$ cat src/rtl/laser_seq_ctrl.sv
// Record/playback sequencer: captures a byte stream into an external RAM, then
// replays it at one sample every PERIOD clocks, optionally looping.
module laser_seq_ctrl #(
  parameter int unsigned AW     = 4,
  parameter int unsigned PERIOD = 4
) (
  input  logic          clk,
  input  logic          reset,
  input  logic          rec,
  input  logic          play,
  input  logic          stop,
  input  logic          loop,
  input  logic [7:0]    in,
  input  logic          in_valid,
  output logic [7:0]    out,
  output logic          out_valid,
  output logic          busy,
  output logic          done,
  output logic [AW:0]   len,
  output logic [AW-1:0] ram_addr,
  output logic [7:0]    ram_wdata,
  output logic          ram_we,
  input  logic [7:0]    ram_rdata
);

  localparam int unsigned TW    = 8;
  localparam int unsigned LW    = AW + 1;
  localparam int unsigned DEPTH = 1 << AW;

  typedef enum logic [1:0] {IDLE, REC, PLAY} state_t;

  state_t        state, state_nxt;
  logic [AW-1:0] wptr, rptr;
  logic [TW-1:0] timer;
  logic          fin;
  logic          iss_q, iss_last_q, cap_q, cap_last_q;

  logic start_rec, start_play, wr_acc, wr_full;
  logic rd_issue, rd_last, rd_done, abort;

  always_ff @(posedge clk or negedge reset) begin
    if (!reset) state <= IDLE;
    else        state <= state_nxt;
  end

  // Next state plus one-cycle control strobes for the datapath
  always_comb begin
    state_nxt  = state;
    start_rec  = 1'b0;
    start_play = 1'b0;
    wr_acc     = 1'b0;
    wr_full    = 1'b0;
    rd_issue   = 1'b0;
    rd_last    = 1'b0;
    rd_done    = 1'b0;
    abort      = 1'b0;
    case (state)
      IDLE: begin
        if (rec) begin
          start_rec = 1'b1;
          state_nxt = REC;
        end else if (play && len != '0) begin
          start_play = 1'b1;
          state_nxt  = PLAY;
        end
      end
      REC: begin
        if (stop) begin
          abort     = 1'b1;
          state_nxt = IDLE;
        end else if (in_valid) begin
          wr_acc = 1'b1;
          if (len == LW'(DEPTH - 1)) begin
            wr_full   = 1'b1;
            state_nxt = IDLE;
          end
        end
      end
      PLAY: begin
        if (stop) begin
          abort     = 1'b1;
          state_nxt = IDLE;
        end else begin
          rd_issue = (timer == '0) && !fin;
          rd_last  = rd_issue && (LW'(rptr) == len - LW'(1));
          // Final word of a non-looping pass lands in out this cycle
          if (cap_q && cap_last_q) begin
            rd_done   = 1'b1;
            state_nxt = IDLE;
          end
        end
      end
      default: state_nxt = IDLE;
    endcase
  end

  // Datapath: pointers, RAM port, two-stage read pipeline and sample output
  always_ff @(posedge clk or negedge reset) begin
    if (!reset) begin
      out        <= '0;
      out_valid  <= 1'b0;
      busy       <= 1'b0;
      done       <= 1'b0;
      len        <= '0;
      ram_addr   <= '0;
      ram_wdata  <= '0;
      ram_we     <= 1'b0;
      wptr       <= '0;
      rptr       <= '0;
      timer      <= '0;
      fin        <= 1'b0;
      iss_q      <= 1'b0;
      iss_last_q <= 1'b0;
      cap_q      <= 1'b0;
      cap_last_q <= 1'b0;
    end else begin
      ram_we    <= 1'b0;
      out_valid <= 1'b0;
      done      <= wr_full | abort | rd_done;
      busy      <= (state_nxt != IDLE);
      if (start_rec) begin
        wptr <= '0;
        len  <= '0;
      end
      if (start_play) begin
        rptr       <= '0;
        timer      <= '0;
        fin        <= 1'b0;
        iss_q      <= 1'b0;
        iss_last_q <= 1'b0;
        cap_q      <= 1'b0;
        cap_last_q <= 1'b0;
      end
      if (wr_acc) begin
        ram_we    <= 1'b1;
        ram_addr  <= wptr;
        ram_wdata <= in;
        wptr      <= wptr + AW'(1);
        len       <= len + LW'(1);
      end
      if (state == PLAY && !abort) begin
        timer      <= (timer == TW'(PERIOD - 1)) ? '0 : timer + TW'(1);
        iss_q      <= rd_issue;
        iss_last_q <= rd_last && !loop;
        cap_q      <= iss_q;
        cap_last_q <= iss_last_q;
        if (cap_q) begin
          out       <= ram_rdata;
          out_valid <= 1'b1;
        end
      end
      // Abort drops any read still travelling through the pipeline
      if (abort) begin
        iss_q      <= 1'b0;
        iss_last_q <= 1'b0;
        cap_q      <= 1'b0;
        cap_last_q <= 1'b0;
      end
      if (rd_issue) begin
        ram_addr <= rptr;
        rptr     <= (rd_last && loop) ? '0 : rptr + AW'(1);
        if (rd_last && !loop) fin <= 1'b1;
      end
    end
  end

endmodule

$ cat config.mk
export PLATFORM = sky130hd
export DESIGN_NAME = laser_seq_ctrl
export DESIGN_NICKNAME = d
export VERILOG_FILES = /design/src/rtl/laser_seq_ctrl.sv
export SDC_FILE = /design/constraint.sdc
export NUM_CORES = 1
export LEC_CHECK = 0
export CAP_MARGIN = 10
export CORE_MARGIN = 2
export CORE_UTILIZATION = 40
export DETAILED_ROUTE_END_ITERATION = 12
export GPL_TIMING_DRIVEN = 0
export PLACE_DENSITY_LB_ADDON = 0.2
export SYNTH_ARGS = -nofsm -noshare
export SYNTH_HDL_FRONTEND = slang
export SYNTH_SLANG_ARGS = --single-unit
$ cat constraint.sdc
create_clock -name clk -period 5.3 [get_ports clk]
set_clock_uncertainty 0.2 [all_clocks]
set_input_delay 0.795 -clock clk [delete_from_list [all_inputs] [get_ports clk]]
set_output_delay 0.795 -clock clk [all_outputs]
set_load 0.05 [all_outputs]
==> flow_metrics.tcl, run 1 <==
set metrics [dict create \
    outcome "finished, final reports clean" \
    vias 1991 \
    endpoint_kind "output pin" \
    p_sw_mw 0.613 \
    p_seq_frac 0.374 \
    ff2ff_setup_slack_ns 2.96 \
    first_iter_violations 92 \
    fin_tns_setup_ns 0 \
    grt_pass1_wl_mm 9.25 \
    synth-edff-count 0 \
    min_path_type "register to register" \
    synth_area_leaders "dfrtp_1, nand2_1, ha_1" \
    fin_area_um2 3270 \
    place.gp.congestion 0.811 \
    p_int_mw 0.855 \
    path_delay_family "buffers and inverters" \
    fp.dieArea_um2 7030 \
    wl_per_cell_um 13.4 \
    maxCapViolCount 0 \
    tightestPinTransition_ns 0.615 \
    min_to "ram_wdata[0]" \
    antenna_found_initial 0 \
    post-route-util 0.524 \
    synthesis.area_um2 2550 \
    syn_area_per_cell_um2 9.97 \
    final_max_slew_viol_count 0 \
    post-route-period-util 0.491 \
    reg2reg_depth 7 \
    crit_chain "clkdlybuf4s50_1" \
    post_drt_via_cell_ratio 5.09 \
    antennaDiodeCount 0 \
    grt_pass1_vias 1964 \
    cts_resized 0 \
    clk_latency_ns 0.30 \
    cts_tree "built" \
    hp-start "ram_wdata[0]" \
    grt_max_degree 28 \
    whs_path_depth 2 \
    async_flop_share 1.00 \
    ys_warn_count 0 \
    rows 29 \
    track_usage 0.162 \
    worst-path-max-fanout 6 \
    synth_top_area_share 0.510 \
    crit_required_ns 4.30 \
    io_pins 52 \
    drt_wl_total_mm 5.26 \
    start_util 0.409 \
    crit_arrival_ns 1.61 \
    reg2reg_from "len[0]" \
    ir_worst_vdd_mv 0.254 \
    cts_hold_buf 0 \
    nets 349 \
    critPathMaxStageDelay_ns 0.85 \
    drc_errors 0 \
    slew_headroom 0.590 \
    rsz0062_at_grt "no" \
    port_buffers 51 \
    synth_seq_cells 52 \
    fin_hold_ws_ns 0.284 \
    dr.pass1.iters 4 \
    pwr-share-clk 0.176 \
    fin_crit_ns 2.60 \
    ant_nets 0 \
    max_freq_mhz 384 \
    seq_area_frac_synth 0.510 \
    synth_top_cell_by_area "dfrtp_1" \
    grt-ovfl-total 0 \
    slowest_stage "clkdlybuf4s50_1" \
    ys.flop_type "dfrtp_1" \
    setup_viol 0 \
    post_synth_inst_count 256 \
    pwr-share-comb 0.450 \
    hold_violations 0 \
    clockRootBuffer "clkbuf_8" \
    switching_share 0.417 \
    cts.sinks 52 \
    rr_endpoint "timer[5]" \
    hpwl_mm 3.95 \
    fillers 591 \
    leakage_nw 1.53 \
    worstSetupPathType "register to output pin" \
    syn_nets 290 \
    worst-path-buf-inv 1 \
    cts_buffers 5 \
    h-tree-depth 2 \
    place_area_um2 3170 \
    die_w_um 83.9 \
    startpoint_type "register" \
    postCtsSetupBuffers 0 \
    die_y_um 83.9 \
    area.growth.synth_to_final_pct 28.2 \
    p_per_area_nw_per_um2 449 \
    coreArea_um2 6240 \
    cts.path.max_buffers 2 \
    ys_types 44 \
    clk_pin_slew_ns 0.09 \
    post_route_cells_drive_above_1_share 0.0860 \
]
[power by group through the flow]
| stage | sequential [mW] | combinational [mW] | clock, mW |
|---|---|---|---|
| after detailed placement | 0.555 | 0.666 | 0 |
| after CTS | 0.550 | 0.667 | 0.269 |
| final | 0.549 | 0.661 | 0.259 |
| after global placement | 0.554 | 0.657 | 0 |
| after floorplan | 0.754 | 0.245 | 0 |
| after global routing | 0.564 | 0.722 | 0.286 |
[synth_stat cells (2+ instances only)]
cell,instances
nand3_1,16
nor3_1,2
nand2b_1,4
a21oi_1,6
xor2_1,7
a21o_1,2
and3_1,4
a22oi_1,2
buf_4,2
xnor2_1,3
inv_1,12
o21ai_0,23
nor2b_1,2
ha_1,11
nand2_1,55
a22o_1,3
a31oi_1,4
nor2_1,11
clkbuf_1,4
mux2_2,8
dfrtp_1,52
[cells by family after synthesis]
| kind of cell | Yosys count | share of synthesized area |
|---|---|---|
| AOI/OAI and AO/OA | 49 | 0.128 |
| xor gates and xnor gates | 10 | 0.0343 |
| adders and majority gates | 11 | 0.0539 |
| buffers and inverters | 20 | 0.0329 |
| DFF | 52 | 0.510 |
| muxes | 8 | 0.0353 |
| and+or+nand+nor | 106 | 0.206 |
[cell type report]
cell class	count	area (um^2)	share of cell area
Tap cell	77	96.3	0.0294
Clock inverter	1	30.0	0.00918
Multi-Input combinational cell	184	1170	0.356
Inverter	13	48.8	0.0149
Buffer	7	35.0	0.0107
Timing Repair Buffer	52	526	0.161
Sequential cell	52	1300	0.398
Clock buffer	5	68.8	0.0210
[sequential cells by signal, indices dropped and copies added, names as in the netlist, 2 cells and up]
signal	cells
timer	8
ram_wdata	8
len	5
wptr	4
ram_addr	4
rptr	4
out	8
state	2
[worst max-delay path by stage]
stage / startpoint / to / slack, ns / depth (start not counted)
finish: len[1] / len[1] / 2.70 / 1
global route: stop / ram_wdata[1] / 2.57 / 6
CTS: len[0] / len[0] / 2.68 / 1
detailed placement: stop / out[3] / 2.43 / 4
global placement: reset / out[3] / 1.60 / 1
floorplan: len[0] / busy / 2.97 / 8
[placed cells by master, fill, tap and decap left out, types with 2 or more instances in the layout]
cell	n
nand2_1	55
a21o_1	2
mux2_2	8
and3_1	4
nand2b_1	4
nor3_1	2
o21ai_0	23
nand3_1	16
clkbuf_1	4
a21oi_1	6
buf_2	2
a22o_1	3
dfrtp_1	52
a22oi_1	2
inv_1	12
nor2b_1	2
xor2_1	7
ha_1	11
nor2_1	11
buf_4	2
clkbuf_8	5
xnor2_1	3
clkdlybuf4s50_1	50
a31oi_1	4
[stage by stage]
step	power, mW	cells	setup WS (ns)
2_1_floorplan	0.999	256	2.97
3_3_place_gp	1.21	384	1.60
3_5_place_dp	1.22	385	2.43
4_1_cts	1.49	391	2.68
5_1_grt	1.57	391	2.57
6_report	1.47	391	2.70
[routing by layer]
layer / vias up / track usage / part of all wire
li1: 990 / - / -
met1: 959 / 0.217 / 0.46
met2: 38 / 0.259 / 0.48
met3: 4 / 0.0475 / 0.052
met4: 0 / 0.0396 / 0.0088
met5: - / 0 / 0
(Power assumes the default switching activity.)
==> run 2, diff against run 1 <==
clock period = 2.3 ns   (was 5.3 ns; I/O delays follow)
==> run 2 against run 1 <==
Against the previous run: flip-flop and latch count unchanged; cell area up 3.0%; combinational power up 140%; critical endpoint unchanged; largest cell class unchanged.
==> flow_metrics.tcl, run 2 (same netlist as run 1, synthesis figures left out) <==
set metrics [dict create \
    cts_buffers 5 \
    ant_nets 0 \
    die_w_um 83.9 \
    track_usage 0.164 \
    startpoint_type "register" \
    ir_worst_vdd_mv 0.715 \
    hpwl_mm 3.89 \
    drt_wl_total_mm 5.47 \
    first_iter_violations 97 \
    vias 2014 \
    clk_latency_ns 0.31 \
    post-route-period-util 0.953 \
    final_cells 398 \
    endpoint_kind "output pin" \
    outcome "finished, final reports clean" \
    fin_area_um2 3370 \
    io_pins 52 \
    dr.pass1.iters 4 \
    post_drt_via_cell_ratio 5.06 \
    drc_errors 0 \
    maxCapViolCount 0 \
    pwr-share-clk 0.190 \
    worst-path-max-fanout 5 \
    min_path_type "register to register" \
    tightestPinTransition_ns 0.608 \
    max_freq_mhz 456 \
    switching_share 0.415 \
    cts_tree "built" \
    p_sw_mw 1.47 \
    leakage_nw 1.57 \
    coreArea_um2 6240 \
    grt_pass1_vias 2013 \
    setup_viol 0 \
    place.gp.congestion 0.873 \
    grt_max_degree 29 \
    final_common_cell "nand2_1" \
    crit_required_ns 1.75 \
    place_area_um2 3180 \
    fin_crit_ns 2.19 \
    h-tree-depth 2 \
    rows 29 \
    clockRootBuffer "clkbuf_8" \
    antenna_found_initial 0 \
    clk_pin_slew_ns 0.10 \
    layout_common_cells "nand2_1, dfrtp_1, clkdlybuf4s50_1, o21ai_0, nand3_1" \
    grt-ovfl-total 0 \
    die_y_um 83.9 \
    crit_arrival_ns 1.65 \
    final_max_slew_viol_count 0 \
    top_regs "out: 8 flops, ram_wdata: 8 flops, timer: 8 flops" \
    antennaDiodeCount 0 \
    power_mw 3.54 \
    start_util 0.409 \
    hold_violations 0 \
    pwr-share-comb 0.453 \
    cts.sinks 52 \
    port_buffers 51 \
    slew_headroom 0.594 \
    fin_hold_ws_ns 0.287 \
    p_seq_frac 0.357 \
    worstSetupPathType "register to output pin" \
    p_int_mw 2.07 \
    fp.dieArea_um2 7030 \
    post_route_cells_drive_above_1_share 0.125 \
    p_per_area_nw_per_um2 1050 \
    placed_cells 385 \
    nets 354 \
    grt_pass1_wl_mm 9.43 \
    area.growth.synth_to_final_pct 32.1 \
    wl_per_cell_um 13.7 \
    cts.path.max_buffers 2 \
]
-- run 2: critical path, stage by stage, from the launching register on --
cell and delay, ns:
dfrtp_2 0.43, buf_4 0.13, clkdlybuf4s50_1 0.78
-- run 2: path summary, 6_finish.rpt --
| check | end | startpoint | cells past startpoint | slack (ns) |
|---|---|---|---|---|
| setup / recovery | len[1] | len[1] | 2 | 0.11 |
| hold / removal | ram_wdata[7] | ram_wdata[7] | 2 | 0.29 |
| setup reg to reg | busy | len[1] | 8 | 0.11 |
| hold reg to reg | ram_wdata[7] | ram_wdata[7] | 2 | 0.29 |
| max in group asynchronous | len[1] | reset | 3 | 0.96 |
| min in group asynchronous | out[5] | reset | 2 | 0.38 |
-- run 2: stage by stage --
step / setup WS [ns] / utilization / TNS (ns)
global route: -0.0136 / 0.540 / -0.0136
global placement: -1.16 / 0.506 / -51.89
finish: 0.109 / 0.540 / 0
detailed placement: -0.155 / 0.509 / -1.64
floorplan: 0.00926 / - / 0
CTS: 0.00308 / 0.530 / 0
-- run 2: area by class of cell --
class	count	area, um^2
clock inverters	2	38.8
clock buffers	6	82.6
repair buffers	57	566
flip-flops and latches	52	1300
plain buffers	7	40.0
inverters	13	48.8
multi-input cells	184	1190
well taps	77	96.3
fillers	582	2870
-- run 2: routing by layer --
layer	wire (um)	track usage
met1	2590	0.217
met3	222	0.0445
met4	80	0.0543
met2	2580	0.261
met5	0	0
-- run 2: power by group through the flow --
stage                     combinational [mW]  clock, mW  sequential [mW]
after floorplan                        0.565          0             1.74
after global placement                  1.51          0             1.28
after detailed placement                1.53          0             1.28
after CTS                               1.54      0.682             1.27
after global routing                    1.76      0.712             1.30
final                                   1.60      0.672             1.26
-- run 2: timing repair --
| item | CTS | global route |
|---|---|---|
| hold endpoints to repair | 24 | 0 |
| endpoints found under the setup margin | 9 | 20 |
| resized for setup | 1 | 8 |
| pin swaps | 0 | 0 |
| setup buffers | 0 | 4 |
| hold buffers | 1 | 0 |
==> run 3, diff against run 2 <==
CAP_MARGIN = 20   (was 10)
==> run 3 against run 2 <==
Against the previous run: wire length unchanged; total power unchanged; flip-flop and latch count unchanged; register-to-register slack about the same; combinational power about the same; critical endpoint unchanged; largest power group unchanged.
==> flow_metrics.tcl, run 3 (same netlist as run 1, synthesis figures left out) <==
set metrics [dict create \
    area.growth.synth_to_final_pct 32.1 \
    cts_buffers 5 \
    die_w_um 83.9 \
    rows 29 \
    grt_max_degree 29 \
    first_iter_violations 97 \
    post_drt_via_cell_ratio 5.06 \
    port_buffers 51 \
    critPathMaxStageDelay_ns 0.78 \
    dr.pass1.iters 4 \
    io_pins 52 \
    cts.sinks 52 \
    drt_wl_total_mm 5.47 \
    wl_per_cell_um 13.7 \
    antennaDiodeCount 0 \
    top_regs "out: 8 flops, ram_wdata: 8 flops, timer: 8 flops" \
    clk_pin_slew_ns 0.10 \
    power_mw 3.54 \
    ant_nets 0 \
    maxCapViolCount 0 \
    crit_arrival_ns 1.65 \
    crit_required_ns 1.75 \
    endpoint_kind "output pin" \
    post-route-util 0.540 \
    post_route_cells_drive_above_1_share 0.125 \
    worstSetupPathType "register to output pin" \
    drc_errors 0 \
    die_y_um 83.9 \
    layout_common_cells "nand2_1, dfrtp_1, clkdlybuf4s50_1, o21ai_0, nand3_1" \
    antenna_found_initial 0 \
    post-route-period-util 0.953 \
    grt_pass1_vias 2013 \
    startpoint_type "register" \
    coreArea_um2 6240 \
    fp.dieArea_um2 7030 \
    slowest_stage "clkdlybuf4s50_1" \
    start_util 0.409 \
    vias 2014 \
    setup_viol 0 \
    grt-ovfl-total 0 \
    hold_violations 0 \
    track_usage 0.164 \
    outcome "finished, final reports clean" \
    fillers 582 \
    p_per_area_nw_per_um2 1050 \
    regArea_um2 1300 \
    fin_crit_ns 2.19 \
    nets 354 \
    clk_latency_ns 0.31 \
    fin_hold_ws_ns 0.287 \
    ir_worst_vdd_mv 0.715 \
    h-tree-depth 2 \
    leakage_nw 1.57 \
    place.gp.congestion 0.873 \
    cts_tree "built" \
    final_common_cell "nand2_1" \
    clockRootBuffer "clkbuf_8" \
    worst-path-max-fanout 5 \
    tightestPinTransition_ns 0.608 \
    hpwl_mm 3.89 \
    crit_chain "buf_4 > clkdlybuf4s50_1" \
    grt_pass1_wl_mm 9.43 \
    cts.path.max_buffers 2 \
    max_freq_mhz 456 \
    multi_input_area_um2 1190 \
    min_path_type "register to register" \
    slew_headroom 0.594 \
    final_max_slew_viol_count 0 \
]
## run 3: worst paths after layout
| kind | start | end | slack, ns | cells past startpoint |
|---|---|---|---|---|
| min | ram_wdata[7] | ram_wdata[7] | 0.29 | 2 |
| min reg2reg | ram_wdata[7] | ram_wdata[7] | 0.29 | 2 |
| max in group asynchronous | reset | len[1] | 0.96 | 3 |
| max | len[1] | len[1] | 0.11 | 2 |
| min in group asynchronous | reset | out[5] | 0.38 | 2 |
| max reg2reg | len[1] | busy | 0.11 | 8 |
## run 3: timing repair
| item | in CTS | in global routing |
|---|---|---|
| hold endpoints to repair | 24 | 0 |
| resized for setup | 1 | 8 |
| buffers inserted | 0 | 4 |
| hold buffers | 1 | 0 |
| setup endpoints to repair | 9 | 20 |
## run 3: layout make-up
cell class,instances,area share
Timing Repair Buffer,57,0.168
Sequential cell,52,0.387
Inverter,13,0.0145
Clock buffer,6,0.0245
Multi-Input combinational cell,184,0.354
Buffer,7,0.0119
Tap cell,77,0.0286
Clock inverter,2,0.0115
## run 3: stage by stage
stage	TNS (ns)	setup slack, ns	cell area, um^2	cells
6_report	0	0.109	3370	398
5_1_grt	-0.0136	-0.0136	3370	398
4_1_cts	0	0.00308	3310	394
3_5_place_dp	-1.64	-0.155	3180	385
3_3_place_gp	-51.89	-1.16	3160	384
2_1_floorplan	0	0.00926	2550	256
## run 3: per-layer routing
metal,vias up,global-route usage,part of all wire,wire length [um]
met2,43,0.261,0.47,2580
met5,-,0,0,0
met3,9,0.0445,0.041,222
met4,0,0.0543,0.015,80
li1,1009,-,-,-
met1,953,0.217,0.47,2590
## run 3: power by group
| part | internal (mW) | leakage, nW | total, mW | switching [mW] |
|---|---|---|---|---|
| Clock | 0.356 | 0.0614 | 0.672 | 0.316 |
| Sequential | 1.11 | 0.698 | 1.26 | 0.150 |
| Combinational | 0.602 | 0.814 | 1.60 | 1.00 |
| Total | 2.07 | 1.57 | 3.54 | 1.47 |
## run 3: critical path: cells and delay by family (launching register included)
| kind | cells | cell delay, ns |
|---|---|---|
| buffers and inverters | 2 | 0.91 |
| flip-flops | 1 | 0.43 |
